## config.mk

```make
export PLATFORM = sky130hd
export DESIGN_NAME = timer_bank
export DESIGN_NICKNAME = d
export VERILOG_FILES = /design/src/rtl/timer_bank.sv
export SDC_FILE = /design/constraint.sdc
export NUM_CORES = 1
export LEC_CHECK = 0
export BUFFER_PORTS_ARGS = -buffer_cell sky130_fd_sc_hd__buf_2
export CORE_MARGIN = 3
export CORE_UTILIZATION = 35
export CTS_CLUSTER_SIZE = 24
export DETAILED_ROUTE_END_ITERATION = 6
export SYNTH_ARGS = -nofsm -noshare
export SYNTH_HDL_FRONTEND = slang
export SYNTH_SLANG_ARGS = --single-unit
```

## constraint.sdc

```tcl
create_clock -name clk -period 3.8 [get_ports clk]
set_input_delay 0.76 -clock clk [delete_from_list [all_inputs] [get_ports clk]]
set_output_delay 0.76 -clock clk [all_outputs]
set_load 0.1 [all_outputs]
```

## src/rtl/timer_bank.sv

```systemverilog
`default_nettype none
// ============================================================================
// Module   : timer_bank
// Brief    : NUM_TIMERS countdown timers (16-bit or dual 8-bit) with shared
//            prescalers, compare/underflow interrupts and a byte-wide bus.
// Revision : 1.0 - initial release
// ============================================================================
module timer_bank #(
  parameter int          NUM_TIMERS = 3,
  parameter logic [23:0] BASE_ADDR  = 24'h2030,
  parameter int          STRIDE     = 8
) (
  input  logic                    clk,
  input  logic                    reset,
  input  logic                    rt_tick,
  input  logic                    bus_write,
  input  logic                    bus_read,
  input  logic [23:0]             bus_address_in,
  input  logic [7:0]              bus_data_in,
  output logic [7:0]              bus_data_out,
  output logic [2*NUM_TIMERS-1:0] irqs
);

  logic [12:0] r_p1;
  logic [7:0]  r_p2;
  logic [7:0]  w_rd_ch [NUM_TIMERS];
  logic        w_unused;

  // Reads have no side effects, so the strobe is not needed for decode.
  assign w_unused = bus_read ^ r_p1[12];

  always_ff @(posedge clk or negedge reset) begin
    if (!reset) begin
      r_p1 <= '0;
      r_p2 <= '0;
    end else begin
      r_p1 <= r_p1 + 13'd1;
      if (rt_tick) r_p2 <= r_p2 + 8'd1;
    end
  end

  function automatic logic f_tick(input logic osc, input logic [2:0] pre,
                                  input logic [12:0] p1, input logic [7:0] p2,
                                  input logic rt);
    logic [12:0] m1;
    logic [7:0]  m2;
    case (pre)
      3'd0:    m1 = 13'h0001;
      3'd1:    m1 = 13'h0007;
      3'd2:    m1 = 13'h001f;
      3'd3:    m1 = 13'h003f;
      3'd4:    m1 = 13'h007f;
      3'd5:    m1 = 13'h00ff;
      3'd6:    m1 = 13'h03ff;
      default: m1 = 13'h0fff;
    endcase
    m2 = 8'((9'd1 << pre) - 9'd1);
    return osc ? (rt && ((p2 & m2) == m2)) : ((p1 & m1) == m1);
  endfunction

  for (genvar i = 0; i < NUM_TIMERS; i++) begin : g_ch
    localparam logic [23:0] c_base = BASE_ADDR + 24'(STRIDE * i);

    logic [7:0]  r_ctrl_l, r_ctrl_h;
    logic [15:0] r_preset, r_compare, r_count;
    logic [1:0]  r_irq;

    logic [23:0] w_off;
    logic        w_hit, w_wr_ctrl_l, w_wr_ctrl_h;
    logic        w_rel_l, w_rel_h, w_rel_mode16;
    logic        w_tick_l, w_tick_h;
    logic [15:0] w_count_nx;
    logic [1:0]  w_irq_nx;
    logic [7:0]  w_rd;

    assign w_off        = bus_address_in - c_base;
    assign w_hit        = (w_off < 24'd8);
    assign w_wr_ctrl_l  = bus_write && w_hit && (w_off[2:0] == 3'd0);
    assign w_wr_ctrl_h  = bus_write && w_hit && (w_off[2:0] == 3'd1);
    assign w_rel_l      = w_wr_ctrl_l && bus_data_in[1];
    assign w_rel_h      = w_wr_ctrl_h && bus_data_in[1];
    // A reload_l write carries the new mode16, which decides its width.
    assign w_rel_mode16 = bus_data_in[7];
    assign w_tick_l     = r_ctrl_l[2] && f_tick(r_ctrl_l[0], r_ctrl_l[6:4], r_p1, r_p2, rt_tick);
    assign w_tick_h     = r_ctrl_h[2] && f_tick(r_ctrl_h[0], r_ctrl_h[6:4], r_p1, r_p2, rt_tick);

    always_comb begin
      w_count_nx = r_count;
      w_irq_nx   = 2'b00;
      if (w_rel_l && w_rel_mode16) begin
        w_count_nx = r_preset;
      end else if (r_ctrl_l[7]) begin
        if (w_rel_l) begin
          w_count_nx[7:0] = r_preset[7:0];
        end else if (w_tick_l) begin
          if (r_count == 16'd0) begin
            w_count_nx  = r_preset;
            w_irq_nx[1] = 1'b1;
          end else begin
            w_count_nx = r_count - 16'd1;
          end
          if (w_count_nx == r_compare) w_irq_nx[0] = 1'b1;
        end
      end else begin
        // Independent halves: each reloads on its own zero byte.
        if (w_rel_l) begin
          w_count_nx[7:0] = r_preset[7:0];
        end else if (w_tick_l) begin
          if (r_count[7:0] == 8'd0) begin
            w_count_nx[7:0] = r_preset[7:0];
            w_irq_nx[0]     = 1'b1;
          end else begin
            w_count_nx[7:0] = r_count[7:0] - 8'd1;
          end
        end
        if (w_rel_h) begin
          w_count_nx[15:8] = r_preset[15:8];
        end else if (w_tick_h) begin
          if (r_count[15:8] == 8'd0) begin
            w_count_nx[15:8] = r_preset[15:8];
            w_irq_nx[1]      = 1'b1;
          end else begin
            w_count_nx[15:8] = r_count[15:8] - 8'd1;
          end
        end
      end
    end

    always_ff @(posedge clk or negedge reset) begin
      if (!reset) begin
        r_ctrl_l  <= '0;
        r_ctrl_h  <= '0;
        r_preset  <= '0;
        r_compare <= '0;
        r_count   <= '0;
        r_irq     <= '0;
      end else begin
        r_count <= w_count_nx;
        r_irq   <= w_irq_nx;
        if (bus_write && w_hit) begin
          case (w_off[2:0])
            3'd0:    r_ctrl_l        <= bus_data_in & 8'hf5;
            3'd1:    r_ctrl_h        <= bus_data_in & 8'h75;
            3'd2:    r_preset[7:0]   <= bus_data_in;
            3'd3:    r_preset[15:8]  <= bus_data_in;
            3'd4:    r_compare[7:0]  <= bus_data_in;
            3'd5:    r_compare[15:8] <= bus_data_in;
            default: ;
          endcase
        end
      end
    end

    always_comb begin
      w_rd = 8'h00;
      if (w_hit) begin
        case (w_off[2:0])
          3'd0: w_rd = r_ctrl_l;
          3'd1: w_rd = r_ctrl_h;
          3'd2: w_rd = r_preset[7:0];
          3'd3: w_rd = r_preset[15:8];
          3'd4: w_rd = r_compare[7:0];
          3'd5: w_rd = r_compare[15:8];
          3'd6: w_rd = r_count[7:0];
          3'd7: w_rd = r_count[15:8];
        endcase
      end
    end

    assign w_rd_ch[i]     = w_rd;
    assign irqs[2*i +: 2] = r_irq;
  end

  always_comb begin
    bus_data_out = 8'h00;
    for (int j = 0; j < NUM_TIMERS; j++) bus_data_out = bus_data_out | w_rd_ch[j];
  end

endmodule
`default_nettype wire

```

* Word-level counts from Yosys, hierarchy flattened
Index checks and enable logic that the tools add are counted.
** Word-level totals
- Register bits after elaboration :: 204
** Operators by class
- Multiplexer cells :: 102
- $add $sub $neg :: 20
- Shift-type cells :: 6
- Eq/ne operators :: 78
- Magnitude comparators :: 3
- Bitwise operators :: 14
- Reductions and logical operators :: 75
** Operators by type and width (number)
- $pmux W12 S7 :: 6
- $mux W16 :: 24
- $mux W8 :: 27
- $pmux W8 S8 :: 3
- $sub A8 B1 Y8 const B :: 12
- $eq A3 B3 Y1 const B :: 30
- $and A13 B13 Y13 :: 6
- $eq A13 B13 Y1 :: 6
- $lt A24 B4 Y1 const B :: 3
- $sub A24 B14 Y24 const B :: 3
- $eq A3 B2 Y1 const B :: 18
- $and A8 B8 Y8 :: 6
- $eq A16 B16 Y1 :: 3
- $eq A8 B8 Y1 :: 6
- $logic_not A16 Y1 :: 3
- $logic_not A8 Y1 :: 6
- $shl A1 B3 Y8 const A :: 6
- $sub A16 B1 Y16 const B :: 3
- $reduce_and A2 Y1 :: 18
- $logic_and A1 B1 Y1 :: 30
- $mux W1 :: 30
- $eq A3 B1 Y1 const B :: 9
- $logic_not A3 Y1 :: 9
- $mux W2 :: 12
- other kinds (8) :: 19

* Logic depth before layout (Yosys ltp)
Gate-level depths: netlist of run 1.
- Depth in word-level cells :: 17
- Depth in mapped cells :: 15
- Mapped depth without buffers :: 12

* Worst setup path before layout of run 1
Ideal clock, no wire load.
- Kind :: input to output
- Start point :: input bus_address_in[9]
- End point :: output bus_data_out[1]
- Slack :: -1308 ps
- Arrival :: 4348 ps
- Cell stages on the path :: 10
- Buffers on the path :: 3
- Cell sequence :: buf_6 > or4_1 > buf_2 > nor4_1 > a2bb2oi_1 > o2111ai_1 > and4b_1 > clkbuf_1 > nand2_1 > o221ai_1
** On the way
- Longest elaborated chain between the ends :: 5
** Ends and longest elaborated chain
- start, declared :: line 18 : input logic [23:0] bus_address_in,
- $sub A24 B14 Y24 :: line 76 : assign w_off = bus_address_in - c_base;
- $lt A24 B4 Y1 :: line 77 : assign w_hit = (w_off < 24'd8);
- $mux W8 :: line 156 : if (w_hit) begin
- $or A8 B8 Y8 :: line 176 : for (int j = 0; j < NUM_TIMERS; j++) bus_data_out = bus_data_out | w_rd_ch[j];
- $or A8 B8 Y8 (*) :: line 176
- end, declared :: line 20 : output logic [7:0] bus_data_out,
Mark *: on every way between the ends. The rest lies on a longest branch, timed or not.

* Worst setup path after layout of run 1
- Start point :: input bus_address_in[7]
- End point :: output bus_data_out[7]
The elaborated chain is that of the path after synthesis.

==> impl_metrics.json, run 1 <==
{
  "crit_path_end_kind": "primary output",
  "wirelength_um": 54400,
  "finalPower_uw": 5330,
  "fill_cells": 4175,
  "syn_area_mm2": 0.0152,
  "core_area_mm2": 0.0424,
  "cap_violations": 0,
  "dieArea_mm2": 0.0460,
  "io_pins": 51,
  "postRouteAntennaNets": 0,
  "peakVddDrop_v": 0.000289,
  "vias": 14800,
  "worstMarginPinSlew_ns": 0.750,
  "hold_class": "input pin to async pin",
  "path_class": "input pin to primary output",
  "area_growth_pct": 20.5,
  "violations": "negative setup slack",
  "clockBufferDepth": 3,
  "leakagePower_uw": 0.00798,
  "hpwl_um": 40300,
  "powerDensity_mw_per_mm2": 291,
  "ys_ff_latch": 202,
  "htreeDepth": 1,
  "min_period_ns": 3.94,
  "ys.flop_type": "dfrtp_1",
  "slew_headroom_pct": 49.5,
  "drt-vias-per-instance": 5.97,
  "antenna_found_initial": 1,
  "grt_util_all_layers_pct": 22.9,
  "yosysWarnings": 0,
  "ctsHoldBuffers": 0,
  "wl_per_cell_um": 22.0,
  "firstDrtPassIters": 7,
  "cts_root_buf": "clkbuf_16",
  "syn-instance-count": 1765,
  "placed_cells": 2427,
  "fmax_ghz": 0.254,
  "insertion_delay_ns": 0.55,
  "start_util_pct": 35.9,
  "avgSynthCellArea_um2": 8.62,
  "reg2reg_depth": 12,
  "cts_tree": "built",
  "rsz0062_at_grt": "true",
  "drc": 0,
  "final_cells": 2479,
  "grt-ovfl-total": 0,
  "required_ns": 3.04,
  "finalSetupViolCount": 8,
  "gp_congestion": 0.923,
  "cts_buffers": 25,
  "grt_pass1_wl_um": 84500,
  "synth_edf_count": 0,
  "clkTransAtPathRegs_ns": 0.06,
  "grt_pass1_vias": 14100,
  "die_x_um": 214,
  "port-buffer-count": 49,
  "nets": 1934,
  "cts.sinks": 202,
  "cp_max_fo": 9,
  "syn_nets": 1817,
  "setup_slack_ns": -0.140,
  "num_rows": 75,
  "maxSlewViolCount": 0,
  "drive_gt1_share_pct": 24.8,
  "synth-async-reset-ratio_pct": 100,
  "grt_max_degree": 82,
  "ys_seq_area_share_pct": 33.2,
  "drt_iter0_markers": 1439,
  "min_period_over_period_pct": 104,
  "die_height_um": 214,
  "status": "finished with violations",
  "cp.arrival_ns": 3.18,
  "cp-start-kind": "input pin",
  "yosysUniqueCellTypes": 87,
  "hold_viol": 0,
  "fin_skew_ns": 0.0232
}
==> kinds of logic (layout without fill, tap and decap cells) <==
family	Yosys count	count (layout)	share of synthesized area, %
flops	202	202	33.2
fa+ha+maj	16	16	1.30
buf+inv	180	315	4.53
other cells	0	2	0
compound gates	474	474	20.4
simple gates	587	587	19.3
xor+xnor	113	113	6.51
mux	193	193	14.7
==> timing repair <==
item                       CTS  global route
buffers inserted             3             3
pin swaps                    5             6
resized for setup           13             9
setup endpoints to repair    8             8
==> flip-flops by register name (all words and copies together) (netlist names) <==
name            flops
g_ch.r_irq          6
g_ch.r_preset      48
g_ch.r_compare     48
r_p2                7
r_p1               12
g_ch.r_count       48
g_ch.r_ctrl_l      18
g_ch.r_ctrl_h      15
==> where the power goes <==
part | leakage, uW | total (uW) | switching, uW | internal, uW
logic | 0.00485 | 592 | 384 | 208
registers | 0.00273 | 2260 | 78.8 | 2190
clock network | 0.000404 | 2480 | 1010 | 1470
==> worst max-delay path, cell delays in order <==
cell and delay, ns:
buf_2 0.13, buf_12 0.13, a211o_1 0.29, maj3_1 0.36, o32ai_1 0.26, nand3_1 0.21
nor4_4 0.35, buf_12 0.18, o211ai_1 0.14, o221ai_4 0.15, buf_12 0.22
==> metrics by stage <==
stage                     hold WS (ns)  TNS, ns  setup slack, ns  utilization [%]  cell area [um^2]
final                            0.172   -0.953           -0.140             43.2             18300
after global routing             0.230    -1.51           -0.227             43.2             18300
after CTS                        0.221   -0.960           -0.140             43.1             18300
after detailed placement         0.491    -4.20           -0.201             40.9             17400
after global placement           0.485    -4.45           -0.209             40.9             17400
after floorplan                  0.464   -0.980           -0.129                -             15500
==> area by class of cell <==
type	count	area, um^2	share of cell area (%)
clock inverters	14	163	0.887
well taps	577	722	3.94
flip-flops and latches	202	5050	27.6
diodes	2	5.00	0.0273
repair buffers	216	1750	9.54
inverters	54	203	1.11
multi-input cells	1383	9760	53.2
clock buffers	31	678	3.70
==> routing by layer <==
metal | global-route usage (%) | routed length, um
met2 | 35.4 | 24500
met4 | 7.96 | 2010
met5 | 0 | 0
met1 | 32.5 | 24000
met3 | 3.51 | 3940
==> cell usage after synthesis, types with 16 or more instances <==
master	number	share of area, %
nor3_1	47	1.5
xnor2_1	62	3.6
o221ai_1	24	1.4
mux2_2	135	10
nand3_1	51	1.7
nand2_1	166	4.1
a21oi_1	116	3.8
nor4_1	22	0.90
o21ai_0	109	3.6
o211ai_1	19	0.94
dfrtp_1	202	33
mux2i_1	46	3.0
a31oi_1	24	0.99
nor2_1	149	3.7
o22ai_1	22	0.90
xor2_1	51	2.9
or3_1	16	0.66
inv_1	51	1.3
clkbuf_1	115	2.8
nand4_1	24	0.99
==> cell usage in the layout, fill, tap and decap left out, types with 12 or more instances in the layout <==
cell / n
o21a_1: 12
a22oi_1: 12
o221ai_1: 15
nand2b_1: 15
clkbuf_16: 25
mux2_2: 135
nor3b_1: 12
buf_12: 16
and3_1: 12
inv_1: 51
nor2_1: 148
a31oi_1: 24
nor4_1: 19
nand3_1: 50
xnor2_1: 62
nand4_1: 24
buf_4: 158
o22ai_1: 22
xor2_1: 51
nand2_1: 164
o21ai_0: 107
mux2i_1: 46
dfrtp_1: 202
o211ai_1: 19
nor3_1: 45
or3_1: 16
ha_1: 15
buf_2: 38
a21oi_1: 116
==> path summary, 6_finish.rpt <==
check	end	slack [ns]	start
setup / recovery	bus_data_out[7]	-0.14	bus_address_in[7]
hold / removal	r_p1[9]	0.17	reset
setup reg to reg	g_ch[0].r_count[15]	0.32	g_ch[0].r_count[8]
hold reg to reg	r_p1[9]	0.50	r_p1[9]
max in group asynchronous	g_ch[2].r_ctrl_h[4]	2.69	reset
min in group clk	r_p1[9]	0.50	r_p1[9]
No activity file was read; power rests on OpenSTA's default activity.
==> inputs of run 2 (changes only) <==
--- a/config.mk
+++ b/config.mk
@@ -10,6 +10,7 @@
 export CORE_UTILIZATION = 35
 export CTS_CLUSTER_SIZE = 24
 export DETAILED_ROUTE_END_ITERATION = 6
+export SETUP_SLACK_MARGIN = 0.3
 export SYNTH_ARGS = -nofsm -noshare
 export SYNTH_HDL_FRONTEND = slang
 export SYNTH_SLANG_ARGS = --single-unit
==> impl_metrics.json, run 2 (same netlist as run 1, synthesis figures left out) <==
{
  "vias": 15000,
  "die_height_um": 214,
  "hold_viol": 0,
  "peakVddDrop_v": 0.000287,
  "drt_iter0_markers": 1472,
  "final_util_pct": 44.3,
  "crit_path_end_kind": "primary output",
  "path_class": "input pin to primary output",
  "grt_pass1_wl_um": 86100,
  "dieArea_mm2": 0.0460,
  "num_rows": 75,
  "reg_top3": "g_ch.r_compare x48, g_ch.r_count x48, g_ch.r_preset x48",
  "startpoint": "bus_address_in[7]",
  "nets": 1955,
  "leakagePower_uw": 0.00823,
  "cp_max_fo": 9,
  "postRouteAntennaNets": 0,
  "cp.arrival_ns": 3.16,
  "fin_tns_setup_ns": -0.714,
  "r2r_setup_slack_ns": 0.43,
  "firstDrtPassIters": 6,
  "violations": "negative setup slack",
  "layout_commonest_cell": "dfrtp_1",
  "maxSlewViolCount": 0,
  "setup_slack_ns": -0.125,
  "grt_util_all_layers_pct": 23.3,
  "finalSetupViolCount": 8,
  "powerDensity_mw_per_mm2": 292,
  "min_period_ns": 3.92,
  "htreeDepth": 1,
  "fin_skew_ns": 0.0137,
  "place_area_mm2": 0.0176,
  "antenna_found_initial": 0,
  "rsz0062_at_grt": "true",
  "fmax_ghz": 0.255,
  "clockBufferDepth": 3,
  "rr_endpoint": "g_ch[2].r_count[0]",
  "grt-ovfl-total": 0,
  "io_pins": 51,
  "insertion_delay_ns": 0.54,
  "post-place-ws_ns": -0.183,
  "clkTransAtPathRegs_ns": 0.05,
  "area_growth_pct": 23.5,
  "die_x_um": 214,
  "core_area_mm2": 0.0424,
  "drive_gt1_share_pct": 26.8,
  "mostFrequentLayoutCells": "dfrtp_1, buf_4, nand2_1, nor2_1, mux2_2",
  "cap_violations": 0,
  "port-buffer-count": 49,
  "grt_max_degree": 100,
  "drc": 0,
  "start_util_pct": 35.9,
  "wirelength_um": 55900,
  "min_period_over_period_pct": 103,
  "cts.sinks": 202,
  "critPathCapture": "bus_data_out[7]",
  "hold_class": "input pin to async pin",
  "finalPower_uw": 5480,
  "cp-start-kind": "input pin",
  "slew_headroom_pct": 45.1,
  "cts_tree": "built",
  "cts_root_buf": "clkbuf_16",
  "reg2reg_depth": 13,
  "status": "finished with violations",
  "required_ns": 3.04,
  "cts_buffers": 24,
  "fin_area_mm2": 0.0188,
  "r2r_start": "g_ch[2].r_ctrl_l[5]",
  "hpwl_um": 40900,
  "wl_per_cell_um": 22.4,
  "gp_congestion": 0.924,
  "drt-vias-per-instance": 6.00,
  "diodes": 0,
  "grt_pass1_vias": 14500,
  "worstMarginPinSlew_ns": 0.824,
  "ctsHoldBuffers": 0
}
==> run 2: cell count changes in the layout (fill, tap and decap cells not counted), sizes merged <==
cell | before | now
diode | 2 | 0
bufinv | 3 | 5
clkbuf | 31 | 33
buf | 216 | 237
clkinv | 7 | 5
nand2 | 166 | 167
clkinvlp | 4 | 1
inv | 54 | 53
==> run 2: routing by layer <==
metal,GRT usage [%],vias to the layer above,share of wire [%]
met3,3.50,132,7.5
met5,0,-,0
met1,32.7,7420,43
met2,37.2,663,46
met4,7.39,0,3.6
li1,-,6775,-
==> run 2: how the worst min path moves through the flow <==
stage,startpoint,endpoint,cells past startpoint
finish,reset,r_p2[0],1
global route,reset,r_p2[0],1
CTS,reset,r_p1[2],1
detailed placement,r_p1[9],r_p1[9],1
global placement,r_p1[9],r_p1[9],1
floorplan,reset,g_ch[0].r_compare[0],0
==> run 2: critical path, cell delays in order <==
cell and delay [ns]:
buf_8 0.10, or4_4 0.58, o31a_1 0.35, or4_4 0.52, nand4_4 0.10, nor4_4 0.05, buf_12 0.14, o211ai_1 0.14
o221ai_4 0.20, buf_12 0.22
==> run 2: stage by stage <==
step	cells	hold slack [ns]
4_1_cts	2492	0.312
2_1_floorplan	1765	0.464
5_1_grt	2497	0.349
6_report	2497	0.291
3_3_place_gp	2439	0.484
3_5_place_dp	2439	0.493
==> run 2: timing repair <==
action,in CTS,in global routing
setup buffers,8,5
resized for setup,20,31
pin swaps,9,11
cloned,2,0
endpoints found under the setup margin,12,45
==> run 2: final cells by class <==
type / instances / area (um^2)
Clock buffer: 33 / 706
Inverter: 54 / 203
Clock inverter: 10 / 178
Multi-Input combinational cell: 1384 / 9910
Timing Repair Buffer: 237 / 2010
Sequential cell: 202 / 5060
Fill cell: 4147 / 23600
Tap cell: 577 / 722
==> run 2: report_power, final <==
part	internal, uW	switching, uW	total [uW]
Combinational	199	372	571
Sequential	2190	108	2290
Clock	1630	980	2610
==> inputs of run 3 (changes only) <==
--- a/config.mk
+++ b/config.mk
@@ -7,9 +7,10 @@
 export LEC_CHECK = 0
 export BUFFER_PORTS_ARGS = -buffer_cell sky130_fd_sc_hd__buf_2
 export CORE_MARGIN = 3
-export CORE_UTILIZATION = 35
+export CORE_UTILIZATION = 55
 export CTS_CLUSTER_SIZE = 24
 export DETAILED_ROUTE_END_ITERATION = 6
+export PLACE_DENSITY = 0.75
 export SETUP_SLACK_MARGIN = 0.3
 export SYNTH_ARGS = -nofsm -noshare
 export SYNTH_HDL_FRONTEND = slang
==> impl_metrics.json, run 3 (same netlist as run 1, synthesis figures left out) <==
{
  "combPwrFrac_pct": 11.7,
  "postRouteAntennaNets": 0,
  "rsz0062_at_grt": "true",
  "cts_buffers": 23,
  "clockBufferDepth": 3,
  "intPower_uw": 3830,
  "drc": 0,
  "drive_gt1_share_pct": 27.3,
  "post-place-ws_ns": -0.211,
  "r2r_start": "g_ch[1].r_ctrl_l[6]",
  "slowest_delay_ns": 0.58,
  "hold_viol": 0,
  "drt_iter0_markers": 1886,
  "grt_pass1_vias": 14300,
  "grt_max_degree": 92,
  "critPathBufInv": 3,
  "finalPower_uw": 5230,
  "reg2reg_depth": 12,
  "cts_root_buf": "clkbuf_16",
  "path_delay_family": "simple AND/OR/NAND/NOR gates",
  "cp_cell_sequence": "buf_8, or4_4, o31a_1, or4_4, nand4_4, nor4_4, buf_12, o211ai_1, o221ai_4, buf_12",
  "clkPwrFrac_pct": 45.0,
  "fin_skew_ns": 0.0276,
  "setup_slack_ns": -0.126,
  "grt-ovfl-total": 0,
  "min_period_ns": 3.93,
  "htreeDepth": 1,
  "cp.arrival_ns": 3.17,
  "area_growth_pct": 22.5,
  "nets": 1964,
  "status": "finished with violations",
  "cp-start-kind": "input pin",
  "swShare_pct": 26.9,
  "leakagePower_uw": 0.00824,
  "hold_class": "input pin to async pin",
  "slew_headroom_pct": 47.7,
  "core_area_mm2": 0.0271,
  "drt-vias-per-instance": 6.68,
  "num_rows": 60,
  "antenna_found_initial": 1,
  "io_pins": 51,
  "clkTransAtPathRegs_ns": 0.06,
  "fill_cells": 2124,
  "dieArea_mm2": 0.0297,
  "reg_top3": "g_ch.r_compare x48, g_ch.r_count x48, g_ch.r_preset x48",
  "hold_slack_ns": 0.278,
  "gp_congestion": 0.983,
  "cp_max_fo": 9,
  "cts_tree": "built",
  "firstDrtPassIters": 6,
  "cts.sinks": 202,
  "layout_commonest_cell": "dfrtp_1",
  "grt_pass1_wl_um": 83100,
  "crit_path_end_kind": "primary output",
  "maxSlewViolCount": 0,
  "final_util_pct": 68.8,
  "cap_violations": 0,
  "worstMarginPinSlew_ns": 0.784,
  "diodes": 0,
  "fin_tns_setup_ns": -0.853,
  "slowest_stage": "or4_4",
  "r2r_setup_slack_ns": 0.23,
  "wirelength_um": 54300,
  "required_ns": 3.04,
  "path_class": "input pin to primary output",
  "fmax_ghz": 0.255,
  "min_period_over_period_pct": 103,
  "wl_per_cell_um": 23.6,
  "pwr-share-seq_pct": 43.3,
  "port-buffer-count": 49,
  "rr_endpoint": "g_ch[1].r_count[8]",
  "hpwl_um": 39600,
  "die_height_um": 172,
  "powerDensity_mw_per_mm2": 281,
  "grt_util_all_layers_pct": 35.7,
  "mostFrequentLayoutCells": "dfrtp_1, buf_4, nand2_1, nor2_1, mux2_2",
  "finalSetupViolCount": 11,
  "violations": "negative setup slack",
  "insertion_delay_ns": 0.53,
  "start_util_pct": 56.1,
  "die_x_um": 172,
  "vias": 15400,
  "p_sw_uw": 1400,
  "peakVddDrop_v": 0.000349
}
-- run 3: cell count changes in the layout (fill, tap and decap cells not counted), sizes merged --
cell and change:
inv +1, buf +9, clkbuf -1, clkinv -2, bufinv -2
-- run 3: cell type report --
cell class                 instances  area [um^2]  share of cell area (%)
clock inverter                     7          120                   0.645
timing repair buffer             247         2130                    11.4
sequential                       202         5060                    27.1
multi-input combinational       1384        10000                    53.7
tap                              372          465                    2.50
inverter                          54          203                    1.09
clock buffer                      31          666                    3.57
-- run 3: power by group through the flow --
| stage | clock network, uW | logic (uW) | registers, uW |
|---|---|---|---|
| final | 2360 | 611 | 2270 |
| after global routing | 2460 | 644 | 2270 |
| after CTS | 2370 | 577 | 2260 |
| after detailed placement | 0 | 561 | 2300 |
| after global placement | 0 | 550 | 2300 |
| after floorplan | 0 | 317 | 2250 |
-- run 3: worst max-delay path by stage --
stage	from	to	slack, ns	depth (start not counted)
6_report	bus_address_in[7]	bus_data_out[7]	-0.13	10
4_1_cts	bus_address_in[7]	bus_data_out[3]	-0.14	9
3_3_place_gp	bus_address_in[17]	bus_data_out[3]	-0.22	10
2_1_floorplan	bus_address_in[9]	bus_data_out[0]	-0.13	10
3_5_place_dp	bus_address_in[17]	bus_data_out[3]	-0.21	10
5_1_grt	bus_address_in[7]	g_ch[1].r_count[1]	-0.20	27
-- run 3: worst reg2reg max path: cells and delay by family (launching register included) --
| kind | cells | cell delay [ns] |
|---|---|---|
| muxes | 1 | 0.16 |
| AOI/OAI and AO/OA | 5 | 0.97 |
| DFF | 1 | 0.51 |
| and+or+nand+nor | 3 | 1.22 |
| adders and majority gates | 1 | 0.28 |
| buffers and inverters | 2 | 0.36 |
-- run 3: per-layer routing --
metal	vias up	part of all wire (%)	global-route usage, %
li1	6796	-	-
met1	7461	42	51.8
met2	924	44	54.3
met3	167	10	6.42
met4	2	3.7	11.0
met5	-	0.024	0
-- run 3: what timing repair did --
action                     CTS  global route
pin swaps                    2            31
setup buffers               14            14
gates resized for setup     17            65
cloned                       1             1
hold buffers                 0             0
setup endpoints to repair   22            47
-- run 3: per-stage QoR --
stage / std cells / instance area, um^2
detailed placement: 2229 / 17300
floorplan: 1765 / 15500
global placement: 2229 / 17300
finish: 2297 / 18600
CTS: 2282 / 18200
global route: 2297 / 18600
